==> config.mk <==
export PLATFORM = sky130hd
export DESIGN_NAME = timer_share_ctrl
export DESIGN_NICKNAME = d
export VERILOG_FILES = /design/src/rtl/timer_share_ctrl.sv
export SDC_FILE = /design/constraint.sdc
export NUM_CORES = 1
export LEC_CHECK = 0
export CAP_MARGIN = 5
export CELL_PAD_IN_SITES_DETAIL_PLACEMENT = 0
export CELL_PAD_IN_SITES_GLOBAL_PLACEMENT = 1
export CORE_ASPECT_RATIO = 0.6
export CORE_MARGIN = 2
export CORE_UTILIZATION = 25
export DETAILED_ROUTE_END_ITERATION = 8
export DONT_BUFFER_PORTS = 1
export PLACE_DENSITY = 0.44
export REMOVE_ABC_BUFFERS = 1
export SLEW_MARGIN = 10
export SYNTH_ARGS = -nofsm -noshare
export SYNTH_HDL_FRONTEND = slang
export SYNTH_SLANG_ARGS = --single-unit
export TNS_END_PERCENT = 50
==> constraint.sdc <==
create_clock -name CLK -period 4.7 [get_ports CLK]
set_input_delay 0.47 -clock CLK [delete_from_list [all_inputs] [get_ports CLK]]
set_output_delay 0.47 -clock CLK [all_outputs]
set_load 0.005 [all_outputs]
==> src/rtl/timer_share_ctrl.sv <==
// timer_share_ctrl
//   Shares one delay timer among N requester FSMs. Requests are latched in a
//   pending vector, one owner is picked round-robin, the shared down-counter
//   runs for that owner, and READY is returned to that owner only.
//
// Ports
//   CLK      : clock, rising edge
//   N_RESET  : asynchronous active-low reset
//   START    : per-requester start pulse
//   RESET    : per-requester release / abort (high while requester idle)
//   READY    : per-requester timer-expired flag (one-hot or zero)
//   GRANT    : one-hot owner of the timer, zero when unowned
//   BUSY     : timer owned (COUNT or DONE)
//   OWNER    : index of current / last owner
module timer_share_ctrl #(
  parameter int N     = 4,
  parameter int DELAY = 8
) (
  input  logic                 CLK,
  input  logic                 N_RESET,
  input  logic [N-1:0]         START,
  input  logic [N-1:0]         RESET,
  output logic [N-1:0]         READY,
  output logic [N-1:0]         GRANT,
  output logic                 BUSY,
  output logic [$clog2(N)-1:0] OWNER
);

  localparam int CW    = $clog2(DELAY + 1);
  localparam int OWN_W = $clog2(N);

  typedef enum logic [1:0] {
    ST_IDLE  = 2'b00,
    ST_COUNT = 2'b01,
    ST_DONE  = 2'b10
  } state_t;

  state_t             state_reg, state_next;
  logic [N-1:0]       pending_reg, pending_next;
  logic [CW-1:0]      cnt_reg, cnt_next;
  logic [OWN_W-1:0]   owner_reg, owner_next;
  logic [OWN_W-1:0]   last_reg, last_next;

  logic               pick_found;
  logic [OWN_W-1:0]   pick_idx;
  logic [N-1:0]       owner_onehot;

  // Pending latch: START wins over RESET. The owner keeps its pending bit
  // while it holds the timer, so a repeated START from the owner changes
  // nothing; the owner's own RESET on release/abort clears the bit.
  for (genvar gi = 0; gi < N; gi++) begin : g_pending
    assign pending_next[gi] = START[gi] ? 1'b1 :
                              (RESET[gi] ? 1'b0 : pending_reg[gi]);
  end

  // Round-robin pick: first pending index searching from last+1 modulo N.
  always_comb begin
    pick_found = 1'b0;
    pick_idx   = '0;
    for (int k = 1; k <= N; k++) begin
      if (!pick_found && pending_reg[(int'(last_reg) + k) % N]) begin
        pick_found = 1'b1;
        pick_idx   = OWN_W'((int'(last_reg) + k) % N);
      end
    end
  end

  always_comb begin
    state_next = state_reg;
    cnt_next   = cnt_reg;
    owner_next = owner_reg;
    last_next  = last_reg;
    case (state_reg)
      ST_IDLE: begin
        if (pick_found) begin
          owner_next = pick_idx;
          cnt_next   = CW'(DELAY - 1);
          state_next = ST_COUNT;
        end
      end
      ST_COUNT: begin
        if (RESET[owner_reg]) begin
          // Abort: owner gives up before expiry.
          state_next = ST_IDLE;
          last_next  = owner_reg;
        end else if (cnt_reg == '0) begin
          state_next = ST_DONE;
        end else begin
          cnt_next = cnt_reg - CW'(1);
        end
      end
      ST_DONE: begin
        if (RESET[owner_reg]) begin
          state_next = ST_IDLE;
          last_next  = owner_reg;
        end
      end
      default: state_next = ST_IDLE;
    endcase
  end

  always_ff @(posedge CLK or negedge N_RESET) begin
    if (!N_RESET) begin
      state_reg   <= ST_IDLE;
      pending_reg <= '0;
      cnt_reg     <= '0;
      owner_reg   <= '0;
      last_reg    <= OWN_W'(N - 1);
    end else begin
      state_reg   <= state_next;
      pending_reg <= pending_next;
      cnt_reg     <= cnt_next;
      owner_reg   <= owner_next;
      last_reg    <= last_next;
    end
  end

  // Moore outputs, decoded from registered state and owner only.
  assign owner_onehot = N'(1) << owner_reg;

  always_comb begin
    GRANT = '0;
    READY = '0;
    BUSY  = 1'b0;
    case (state_reg)
      ST_COUNT: begin
        GRANT = owner_onehot;
        BUSY  = 1'b1;
      end
      ST_DONE: begin
        GRANT = owner_onehot;
        READY = owner_onehot;
        BUSY  = 1'b1;
      end
      default: ;
    endcase
  end

  assign OWNER = owner_reg;

endmodule

==> metrics.txt, run 1 <==
outcome=finished, final reports clean; # nets final=104; Max FO, Critical Path=12; initial core utilization=26.2%; I/O pin cnt=21; clk buf depth=2; synthesis-stage register bit count=14; max-slew violation count=0; CP required=4830 ps; most frequent cells in the layout=dfrtp_1 (12), inv_1 (9), nand2_1 (6), nor2_1 (6); CP Capture Type=flop; H-tree depth=1; Top Usage Layer GRT=met1; post-synth cell types=34; Synth Warn #=0; std cell rows=16; Least-Margin Pin Slew=586 ps; Final Setup Violations=0; CTS Sinks=14; Place WS=2670 ps; initial drt markers=35; RR Startpoint=OWNER[0]; fraction of layout cells with a size suffix above 1=13.5%; TritonCTS clock tree=built; # diodes=0; leakage=0.430 nW; DRT Pass-1 Iters=4; Final ANT Viol Nets=0; area grow syn2layout=13.3%; Post-Syn Instances=86; met1 Use GR=16.8%; fin cells=134; final WL=2000 um; die extent in y=49.3 um; DP Area=905 um2; sequential-to-total area share from yosys stat=41.2%; Hold WC Path Type=input port to asynchronous set/reset pin; Worst setup startpoint=OWNER[0]; RSZ-0062 raised after global routing=false; vias per inst=4.96; antenna violations before repair=0; r2r setup slk=2660 ps; setup TNS=0 ps; clk_lat worst skew=240 ps; Post-Route Skew=0.563 ps; Die W=79.5 um; setup slack after layout=2660 ps; Post-CTS Hold Buffers=1; first-pass GRT wire length=3370 um; Clk pin slew, worst setup/hold paths=60 ps; pwr dens=621 nW/um2; Hold Vio Cnt, Final=0; die footprint=3920 um2; Core Footprint=3260 um2; setup bufs post-CTS=0; utilization after layout=29.7%; Root Buffer=clkbuf_8; CTS buffer count=3; gr ovfl total=0; crit path DAT=2170 ps; total of max-cap violations=0; Slew HR=60.8%; fmax=491 MHz; Port-buffer cells=0; Final min period=2040 ps; Final Wtd Congestion=0.719; DRC violations left=0; pin count of the biggest net entering global routing=13; GR Util met3=4.81%; syn_area_per_cell=9.95 um2; Post-DP HPWL=1520 um; Critical Path Start Type=flop; kind of critical path=flop to flop; Tcrit/Tclk final=43.4%; Resize count post-CTS=0; M2 GR Usage=14.8%; commonest non-fill, non-tap cell in the layout=dfrtp_1; Post-Syn Area=856 um2; via count=665; Post-Layout Inst Area=970 um2; VDD IR max=0.145 mV; wire per inst=14.9 um; placed instance count=129; global-route usage over all layers=11.4%; vias in the first global route=648
-- per-stage QoR --
step                      power, mW  hold WS, ps
after global placement        0.492          175
after CTS                     0.610         53.3
after global routing          0.660         43.6
after detailed placement      0.483          175
final                         0.603         62.7
after floorplan               0.423          174
-- where the power goes --
group	internal, mW	switching, mW
registers	0.167	0.0547
clock network	0.0742	0.0437
logic	0.121	0.142
total	0.362	0.240
-- path summary, 6_finish.rpt --
| kind | to | depth (start not counted) |
|---|---|---|
| worst max-delay path | cnt_reg[3] | 4 |
| worst min-delay path | last_reg[1] | 0 |
| worst max register to register | cnt_reg[3] | 4 |
| worst min register to register | cnt_reg[3] | 1 |
| max in group asynchronous | cnt_reg[3] | 1 |
| min in group CLK | pending_reg[1] | 1 |
-- final cells by class --
| class | instances | area, um2 |
|---|---|---|
| Fill cell | 343 | 2290 |
| Multi-Input combinational cell | 61 | 462 |
| Sequential cell | 14 | 353 |
| Tap cell | 45 | 56.3 |
| Clock buffer | 4 | 55.1 |
| Inverter | 9 | 33.8 |
| Timing Repair Buffer | 1 | 10.0 |
-- synthesized netlist by cell type --
library cell | n | area share (%)
a31oi_1 | 2 | 1.5
o22ai_1 | 1 | 0.73
clkbuf_1 | 2 | 0.88
nor3_1 | 1 | 0.58
mux2_2 | 2 | 2.6
mux4_2 | 1 | 2.6
or4_1 | 1 | 0.88
o211a_1 | 1 | 1.2
and3_1 | 3 | 2.2
nand2_1 | 6 | 2.6
or3_1 | 1 | 0.73
inv_1 | 9 | 3.9
nor4_2 | 1 | 1.5
a21o_1 | 4 | 3.5
ha_1 | 4 | 5.8
a211oi_1 | 1 | 0.88
nand4_1 | 1 | 0.73
mux2i_1 | 1 | 1.2
a2111oi_4 | 1 | 3.2
nand2b_1 | 3 | 2.2
nor2_1 | 6 | 2.6
o21ba_2 | 1 | 1.2
a2bb2oi_1 | 1 | 1.0
a32o_1 | 1 | 1.2
a221oi_1 | 1 | 1.0
a31o_1 | 1 | 1.0
o21ai_0 | 3 | 1.8
nor2b_1 | 1 | 0.73
o21bai_1 | 2 | 1.8
a21oi_1 | 4 | 2.3
and3b_1 | 2 | 2.0
dfrtp_1 | 12 | 35
dfstp_2 | 2 | 6.1
nor3b_1 | 3 | 2.6
-- layer usage --
layer / vias up / wire length [um]
li1: 318 / -
met1: 321 / 1100
met2: 24 / 726
met3: 2 / 166
met4: 0 / 11
met5: - / 0
-- kinds of logic after synthesis --
logic type | synth area share (%)
fa+ha+maj | 5.85
compound gates | 22.2
flops | 41.2
mux | 6.43
simple gates | 19.4
buf+inv | 4.82
-- worst max-delay path: stages, from the launching register on --
cell	delay, ps
dfrtp_1	560
mux4_2	640
a2111oi_4	450
a31o_1	180
a31oi_1	80
Power figures use the tool's default switching activity.
==> run 2, diff against run 1 <==
==> constraint.sdc (replaced) <==
create_clock -name CLK -period 2 [get_ports CLK]
set_input_delay 0.2 -clock CLK [delete_from_list [all_inputs] [get_ports CLK]]
set_output_delay 0.2 -clock CLK [all_outputs]
set_load 0.005 [all_outputs]
==> run 2 against run 1 <==
Sequential power up 110%. Global-route usage about the same. Critical path depth unchanged. Largest cell class unchanged. Fmax increased by 12%. Sequential share of layout area is 0.46 points lower. Highest routed layer unchanged. Critical path type unchanged.
==> metrics.txt, run 2 (synthesized netlist as in run 1, its figures left out) <==
RR Startpoint=OWNER[0]; DRC violations left=0; Final ANT Viol Nets=0; VDD IR max=0.406 mV; global-route usage over all layers=11.5%; Post-DP HPWL=1510 um; Max FO, Critical Path=6; r2r setup slk=170 ps; vias in the first global route=667; clk_lat worst skew=240 ps; wire per inst=13.8 um; initial drt markers=29; std cell rows=16; initial core utilization=26.2%; CTS buffer count=3; Least-Margin Pin Slew=652 ps; H-tree depth=1; area grow syn2layout=14.8%; Port-buffer cells=0; CP Capture Type=flop; pin count of the biggest net entering global routing=15; clk buf depth=2; setup TNS=0 ps; DRT Pass-1 Iters=4; die footprint=3920 um2; crit path DAT=1940 ps; Final Wtd Congestion=0.701; Resize count post-CTS=0; Final min period=1830 ps; fin cells=137; Core Footprint=3260 um2; # diodes=0; Die W=79.5 um; CP required=2120 ps; kind of critical path=flop to flop; outcome=finished, final reports clean; reg2reg path depth=4; Hold Vio Cnt, Final=0; vias per inst=4.79; fmax=547 MHz; # nets final=107; Hold WC Path Type=input port to flop; Post-Route Skew=1.31 ps; CTS Sinks=14; antenna violations before repair=0; most frequent cells in the layout=dfrtp_1 (12), inv_1 (9), nand2_1 (6), nor2_1 (6); final WL=1890 um; RR Endpoint=cnt_reg[3]; via count=656; I/O pin cnt=21; commonest non-fill, non-tap cell in the layout=dfrtp_1; gr ovfl total=0; total of max-cap violations=0; Final Setup Violations=0; leakage=0.439 nW; pwr dens=1430 nW/um2; placed instance count=132; CP Capture Point=cnt_reg[3]; fraction of layout cells with a size suffix above 1=15.2%; max-slew violation count=0; setup bufs post-CTS=0; die extent in y=49.3 um; Critical Path Start Type=flop; Final Power=1.40 mW; Clk pin slew, worst setup/hold paths=50 ps; RSZ-0062 raised after global routing=false; Root Buffer=clkbuf_8; TritonCTS clock tree=built; Tcrit/Tclk final=91.3%; Slew HR=56.4%; first-pass GRT wire length=3370 um; Worst setup startpoint=OWNER[0]
[run 2: cell types whose count changed in the layout (fill, tap and decap cells not counted), sizes merged]
cell,previous run,this run
buf,0,3
[run 2: final cells by class]
class	count	area [um2]
clock buffer	4	45.0
fill	343	2280
inverter	9	33.8
multi-input combinational	61	462
sequential	14	353
tap	45	56.3
timing repair buffer	4	32.5
[run 2: per-layer routing]
layer	GRT usage, %	share of wire [%]	vias up
li1	-	-	323
met1	16.9	55	303
met2	14.8	35	25
met3	4.26	8.6	5
met4	4.31	1.4	0
met5	0	0	-
[run 2: through the flow]
step	hold WS, ps	worst slack [ps]	cell area (um2)	util (%)
2_1_floorplan	-95.6	146	848	-
6_report	36.0	173	982	30.1
3_3_place_gp	-95.2	245	927	28.4
3_5_place_dp	-95.1	183	927	28.4
5_1_grt	24.6	101	982	30.1
4_1_cts	28.7	175	982	30.1
[run 2: power breakdown]
part	internal [mW]	switching [mW]	leakage, nW	total (mW)
logic	0.310	0.385	0.260	0.695
clock network	0.141	0.0943	0.0228	0.235
registers	0.394	0.0806	0.157	0.474
total	0.844	0.560	0.439	1.40
[run 2: what timing repair did]
action                                  in CTS  in global routing
hold endpoints to repair                    14                  0
hold buffers                                 1                  0
endpoints found under the setup margin       0                  0
[run 2: how the worst min path moves through the flow]
stage	startpoint	end	slack, ps	cells past startpoint
final	RESET[1]	pending_reg[1]	40	1
after global routing	RESET[1]	pending_reg[1]	20	1
after detailed placement	N_RESET	pending_reg[0]	-100	0
after floorplan	N_RESET	OWNER[0]	-100	0
after CTS	RESET[1]	pending_reg[1]	30	1
after global placement	N_RESET	pending_reg[2]	-100	0
[run 2: worst max-delay path, cell delays in order (launching register included)]
cell,delay [ps]
dfrtp_1,370
mux4_2,600
a2111oi_4,450
a31o_1,180
a31oi_1,100
